--- config.mk ---
export PLATFORM = sky130hd
export DESIGN_NAME = rr_arbiter_hold
export DESIGN_NICKNAME = d
export VERILOG_FILES = /design/src/rtl/rr_arbiter_hold.sv
export SDC_FILE = /design/constraint.sdc
export NUM_CORES = 1
export LEC_CHECK = 0
export BUFFER_PORTS_ARGS = -buffer_cell sky130_fd_sc_hd__buf_2
export CELL_PAD_IN_SITES_DETAIL_PLACEMENT = 1
export CELL_PAD_IN_SITES_GLOBAL_PLACEMENT = 2
export CORE_ASPECT_RATIO = 1.5
export CORE_MARGIN = 2
export CORE_UTILIZATION = 36
export DETAILED_ROUTE_END_ITERATION = 8
export PLACE_DENSITY_LB_ADDON = 0.1
export SLEW_MARGIN = 0
export SYNTH_ARGS = -nofsm -noshare
export SYNTH_HDL_FRONTEND = slang
export SYNTH_SLANG_ARGS = --single-unit
--- constraint.sdc ---
create_clock -name clk -period 8 [get_ports clk]
set_clock_uncertainty 0.15 [all_clocks]
set_input_delay 1.6 -clock clk [delete_from_list [all_inputs] [get_ports clk]]
set_output_delay 1.6 -clock clk [all_outputs]
set_load 0.02 [all_outputs]
--- src/rtl/rr_arbiter_hold.sv ---
`default_nettype none
// ============================================================================
// Module   : rr_arbiter_hold
// Brief    : Registered round-robin arbiter with grant hold, bounded by
//            MAX_HOLD cycles while others wait. Optional binary grant index
//            output enabled by defining RR_ARB_GRANT_INDEX_EN.
// Revision : 1.0  initial release
// ============================================================================
module rr_arbiter_hold #(
    parameter int WIDTH    = 8,
    parameter int MAX_HOLD = 16
) (
    input  logic             clk,
    input  logic             rst,
    input  logic [WIDTH-1:0] req,
    output logic [WIDTH-1:0] grant,
    output logic             grant_valid
`ifdef RR_ARB_GRANT_INDEX_EN
    ,
    output logic [$clog2(WIDTH)-1:0] grant_idx
`endif
);

    localparam int c_CNT_W = (MAX_HOLD > 2) ? $clog2(MAX_HOLD) : 1;
    localparam logic [c_CNT_W-1:0] c_CNT_LAST = (MAX_HOLD == 0) ? '0 : c_CNT_W'(MAX_HOLD - 1);
    localparam logic c_LIMITED = (MAX_HOLD != 0);

    logic [WIDTH-1:0]   r_grant;
    logic [WIDTH-1:0]   r_ptr;
    logic               r_valid;
    logic [c_CNT_W-1:0] r_hold_cnt;

    logic               w_owner_req;
    logic               w_others;
    logic               w_expire;
    logic               w_hold;
    logic [WIDTH-1:0]   w_cand;
    logic [WIDTH-1:0]   w_masked;
    logic [WIDTH-1:0]   w_pick;
    logic [WIDTH-1:0]   w_winner;
    logic [WIDTH-1:0]   w_next_grant;

    assign w_owner_req = |(req & r_grant);
    assign w_others    = |(req & ~r_grant);
    // The counter saturates at its last value, so a long sole owner yields
    // one cycle after a competitor shows up.
    assign w_expire    = c_LIMITED && (r_hold_cnt == c_CNT_LAST) && w_others;
    assign w_hold      = w_owner_req && !w_expire;

    assign w_cand       = w_expire ? (req & ~r_grant) : req;
    assign w_masked     = w_cand & ~(r_ptr - WIDTH'(1));
    assign w_pick       = (|w_masked) ? w_masked : w_cand;
    assign w_winner     = w_pick & (~w_pick + WIDTH'(1));
    assign w_next_grant = w_hold ? r_grant : w_winner;

    always_ff @(posedge clk) begin
        if (rst) begin
            r_grant    <= '0;
            r_valid    <= 1'b0;
            r_ptr      <= WIDTH'(1);
            r_hold_cnt <= '0;
        end else begin
            r_grant <= w_next_grant;
            r_valid <= |w_next_grant;
            if (w_hold) begin
                if (r_hold_cnt != c_CNT_LAST) begin
                    r_hold_cnt <= r_hold_cnt + c_CNT_W'(1);
                end
            end else begin
                r_hold_cnt <= '0;
                if (|w_winner) begin
                    r_ptr <= {w_winner[WIDTH-2:0], w_winner[WIDTH-1]};
                end
            end
        end
    end

    assign grant       = r_grant;
    assign grant_valid = r_valid;

`ifdef RR_ARB_GRANT_INDEX_EN
    localparam int c_IDX_W = $clog2(WIDTH);

    logic [c_IDX_W-1:0] w_win_idx;
    logic [c_IDX_W-1:0] r_idx;

    always_comb begin
        w_win_idx = '0;
        for (int i = 0; i < WIDTH; i++) begin
            if (w_winner[i]) begin
                w_win_idx = c_IDX_W'(i);
            end
        end
    end

    // Index tracks the last real grant and is left alone while idle.
    always_ff @(posedge clk) begin
        if (rst) begin
            r_idx <= '0;
        end else if (!w_hold && (|w_winner)) begin
            r_idx <= w_win_idx;
        end
    end

    assign grant_idx = r_idx;
`endif

endmodule
`default_nettype wire

Word-level counts from Yosys, hierarchy flattened
Index checks and enable logic that the tools add are counted.

Add/sub/neg operators: 3. Equality and inequality tests: 2. Muxes and demuxes: 3. Bitwise gates (word level): 8. Reduce and logical (&&, ||, !) cells: 10.

Operators with widths (number): OR reduction 8 bit (5); bitwise AND 8 bit (4); 2-to-1 mux 8 bit (3); inverter 8 bit (3); adder 8 x 1 -> 8 bit, second input constant (1); subtractor 8 x 1 -> 8 bit, second input constant (1); adder 4 x 1 -> 4 bit, second input constant (1); == test 4 bit, second input constant (1); != test 4 bit, second input constant (1); logical AND 1 bit (2); AND reduction 2 bit (1); OR reduction 2 bit (1); logical NOT 1 bit (1); inverter 1 bit (1).

Register bits: 21. Bits of input ports: 10. Output and inout port bits: 9. Word-level logic and storage cells: 30.

Depth between registers and ports, before layout
Depth in word-level cells: 13. Depth in mapped cells: 11.

Worst setup path after synthesis
Ideal clock, no wire load.

Path kind: input port to flip-flop. Start point: input port req[5]. End point: register r_ptr[3]. Data arrival time: 3.404 ns. Data required time: 7.790 ns. Path slack: 4.387 ns. Stages on the path: 9. Path through: nand2b_1 > nand4_1 > o2bb2ai_1 > a22oi_1 > and4_1 > buf_6 > a211o_1 > o31ai_1 > a41o_1.

Cells in the longest elaborated chain, start to end: 12. Elaborated cells between the ends (all ways): 17. Those cells by class: add/sub: 1; mux: 2; bitwise: 6; reduce/logical: 8.

RTL lines: start: declaration (RTL line 15) `input logic [WIDTH-1:0] req,`; bitwise AND 8 bit (RTL line 44, 50); OR reduction 8 bit (RTL line 44) `assign w_others = |(req & ~r_grant);`; logical AND 1 bit (RTL line 47) `assign w_expire = c_LIMITED && (r_hold_cnt == c_CNT_LAST) && w_others;`; 2-to-1 mux 8 bit (RTL line 50) `assign w_cand = w_expire ? (req & ~r_grant) : req;`; bitwise AND 8 bit (RTL line 51) `assign w_masked = w_cand & ~(r_ptr - WIDTH'(1));`; OR reduction 8 bit (RTL line 52) `assign w_pick = (|w_masked) ? w_masked : w_cand;`; 2-to-1 mux 8 bit (RTL line 52); inverter 8 bit (RTL line 53) `assign w_winner = w_pick & (~w_pick + WIDTH'(1));`; adder 8 x 1 -> 8 bit (RTL line 53); bitwise AND 8 bit (RTL line 53); OR reduction 8 bit (RTL line 71) `if (|w_winner) begin`; AND reduction 2 bit (no source line); end signal: assignment (RTL line 72) `r_ptr <= {w_winner[WIDTH-2:0], w_winner[WIDTH-1]};`; end: declaration (RTL line 29) `logic [WIDTH-1:0] r_ptr;`.

Parallel ways exist; a longest one is shown, timed or not. A chain may end at the register's enable or synchronous reset.

Worst setup path in the final report
Start point: input port req[7]. End point: register r_ptr[3].

The elaborated chain is that of the path after synthesis.

==> results by group <==
Status
  • Outcome: completed

Hold path
  • Worst hold path cell count: 1
  • Hold wc startpoint: r_hold_cnt[3]
  • HP Class: reg2reg
  • Hold EP: r_hold_cnt[3]

Die
  • Initial Util: 0.376
  • Row cnt: 28
  • Ports: 19
  • Die height: 82.8 um
  • Core footprint: 3960 um^2
  • Die X: 56.5 um
  • DIE AREA: 4680 um^2

Timing
  • RSZ-0062 raised after global routing: false
  • Setup TNS: 0 ns
  • Final worst path period need: 3.99 ns
  • Worst relative slew slack: 0.629
  • Worst slew pin tran: 0.557 ns
  • Final setup violation count: 0
  • Final Cycle Share: 0.499
  • Max Slew Vio Count: 0
  • Final Hold Fails: 0
  • Achievable frequency: 0.251 GHz

Logic synthesis
  • Ys flop type: dfxtp_1
  • Unique masters post-synth: 50
  • Post-Syn Area: 1490 um^2
  • Yosys warns: 0
  • Post-Synthesis Cells: 186
  • Largest cells by area after synthesis: dfxtp_1, nand2_1, nand4_1
  • Post-Synthesis Net Count: 198
  • Cell accounting for the most synthesized area: dfxtp_1
  • Sequential fraction of the synthesis area: 0.282
  • Post-synth EDFFs: 0
  • Synth Register Bits: 21
  • Synth top area share: 0.282
  • Post-Syn Area per Cell: 8.01 um^2
  • Post-synth ARST share: 0

Worst setup path
  • Reg-to-Reg Start: r_hold_cnt[0]
  • Reg-to-reg endpoint: r_ptr[2]
  • Worst-path fanout max: 8
  • WP data arrival: 4.04 ns
  • R2R Setup Slk: 4.72 ns
  • Slowest stage delay, CP: 0.39 ns
  • Reg2reg path depth: 9
  • Critical-path cell list: buf_2 > nand2b_1 > nand4_1 > o2bb2ai_1 > a22oi_1 > and4_1 > a211o_1 > o31ai_1 > a41o_1
  • CP Capture Type: register
  • WS Path Type: in2reg
  • Critical path required time: 8.05 ns
  • CP max-delay cell: o2bb2ai_1
  • Startpoint Class: input port

Placement
  • Dpl hpwl: 3930 um
  • Number of port buffers: 18
  • Placed instance count: 244
  • RePlAce Congestion: 0.886

Final layout
  • End-of-flow core utilization: 0.419
  • Area growth syn-to-layout: 11.3%
  • Final Net Count: 216
  • Finished Layout Cells: 248
  • # fillers: 510
  • Layout cells sized above 1: 0.153
  • Antenna Cells: 0

Route
  • Final wirelength: 4930 um
  • First DRT Iteration DRCs: 44
  • Vias: 1,572
  • Drt via density: 6.34
  • Routed length on met3: 132 um
  • Drt wl/cell: 19.9 um
  • Met2 WL: 2550 um
  • # DRC: 0
  • WL met1: 2010 um
  • Top Metal Used: met4
  • Pre-antenna DRT Iters: 4
  • Antenna viol nets, final: 0

GRT
  • GRT Overall Usage: 0.224
  • First-pass GRT wire length: 8120 um
  • Largest net degree at the start of global routing: 14
  • Vias in the first global route: 1,662
  • Antenna violations before repair: 0
  • Gr ovfl total: 0

Clock network
  • CTS tree: done
  • Post-CTS setup repair buffer count: 0
  • Num CTS Buffers: 3
  • Clock sinks: 21
  • CTS Buffer Depth: 2
  • Clk root buf: clkbuf_8
  • Clock-pin slew on the worst setup and hold paths: 0.08 ns
  • Hold-fix buffers, CTS: 0
  • Gates resized, CTS repair: 0
  • H-tree levels: 1
  • Worst skew pair latency: 0.26 ns

Pwr
  • VDD IR max: 0.149 mV
  • LEAKAGE: 0.000647 uW
  • PD cells: 264 nW/um^2

Run
  • Max-cap check violation count: 0
worst max path at each step:
stage / slack, ns / start / cells after the start / endpoint
after floorplan: 4.39 / req[5] / 9 / r_ptr[3]
after global placement: 3.89 / req[7] / 9 / r_ptr[3]
after detailed placement: 3.78 / req[7] / 9 / r_ptr[3]
after CTS: 4.06 / req[7] / 9 / r_ptr[3]
after global routing: 3.86 / req[7] / 9 / r_ptr[3]
final: 4.01 / req[7] / 9 / r_ptr[3]
cells by family (layout without fill, tap and decap cells):
group | count (synthesis) | count (layout) | synth area share
AND/OR/NAND/NOR | 88 | 88 | 0.301
AO/OA/AOI/OAI | 56 | 56 | 0.306
flip-flops | 21 | 21 | 0.282
buffers and inverters | 9 | 26 | 0.0285
XOR/XNOR | 7 | 7 | 0.0462
multiplexers | 3 | 3 | 0.0202
adder cells (fa/ha/maj) | 2 | 2 | 0.0168
per-layer routing:
layer  global-route usage  up-vias
li1                     -      752
met1                0.237      762
met2                0.416       41
met3               0.0202       17
met4                0.155        0
met5                    0        -
report_power, final:
group / internal [uW] / switching, uW
logic: 83.4 / 142
registers: 120 / 21.3
clock network: 35.2 / 34.7
metrics by stage:
| stage | worst slack [ns] | power, uW | area, um^2 | hold WS [ns] |
|---|---|---|---|---|
| 2_1_floorplan | 4.39 | 308 | 1490 | 0.303 |
| 3_3_place_gp | 3.89 | 361 | 1610 | 0.319 |
| 3_5_place_dp | 3.78 | 365 | 1610 | 0.337 |
| 4_1_cts | 4.06 | 438 | 1660 | 0.353 |
| 5_1_grt | 3.86 | 466 | 1660 | 0.383 |
| 6_report | 4.01 | 437 | 1660 | 0.347 |
flip-flops by register name, summed over array words and instances, names as in the netlist:
register / count
grant: 8
r_ptr: 8
r_hold_cnt: 4
grant_valid: 1
critical path: cells and delay by family:
family / cells / cell delay (ns)
buffers and inverters: 1 / 0.13
AO/OA/AOI/OAI: 5 / 1.53
AND/OR/NAND/NOR: 3 / 0.79
cell type report:
cell class                      instances  area, um^2  share of cell area
Tap cell                               45        56.3              0.0340
Timing Repair Buffer                   18        90.1              0.0543
Sequential cell                        21         420               0.254
Clock buffer                            3        41.3              0.0249
Inverter                                4        15.0             0.00906
Clock inverter                          1        7.51             0.00453
Multi-Input combinational cell        156        1030               0.620
synthesized netlist by cell type, types with 2 or more instances:
cell,count
nand2_1,29
dfxtp_1,21
nor2_1,15
nand4_1,11
nand2b_1,10
a21oi_1,8
o2bb2ai_1,7
a22oi_1,5
nand3_1,5
inv_1,4
nor3_1,4
xnor2_1,4
a31oi_1,3
and4_1,3
clkbuf_1,3
mux2i_1,3
o21ai_1,3
o22ai_1,3
a211o_1,2
a211oi_1,2
a211oi_2,2
a21o_1,2
a22o_1,2
a2bb2oi_1,2
a32o_1,2
and2_1,2
ha_1,2
nand4b_1,2
o2111ai_1,2
o211a_1,2
xor2_1,2
layout by cell type, fill, tap and decap left out, types with 3 or more instances in the layout:
| master | synthesis | layout |
|---|---|---|
| a31oi_1 | 3 | 3 |
| nand4_1 | 11 | 11 |
| clkbuf_8 | 0 | 3 |
| o22ai_1 | 3 | 3 |
| dfxtp_1 | 21 | 21 |
| nor3_1 | 4 | 4 |
| o2bb2ai_1 | 7 | 7 |
| nand2_1 | 29 | 29 |
| nand2b_1 | 10 | 10 |
| o21ai_1 | 3 | 3 |
| and4_1 | 3 | 3 |
| xnor2_1 | 4 | 4 |
| a21oi_1 | 8 | 8 |
| mux2i_1 | 3 | 3 |
| inv_1 | 4 | 4 |
| a22oi_1 | 5 | 5 |
| buf_2 | 1 | 18 |
| nor2_1 | 15 | 15 |
| nand3_1 | 5 | 5 |
No activity file was read; power rests on OpenSTA's default activity.
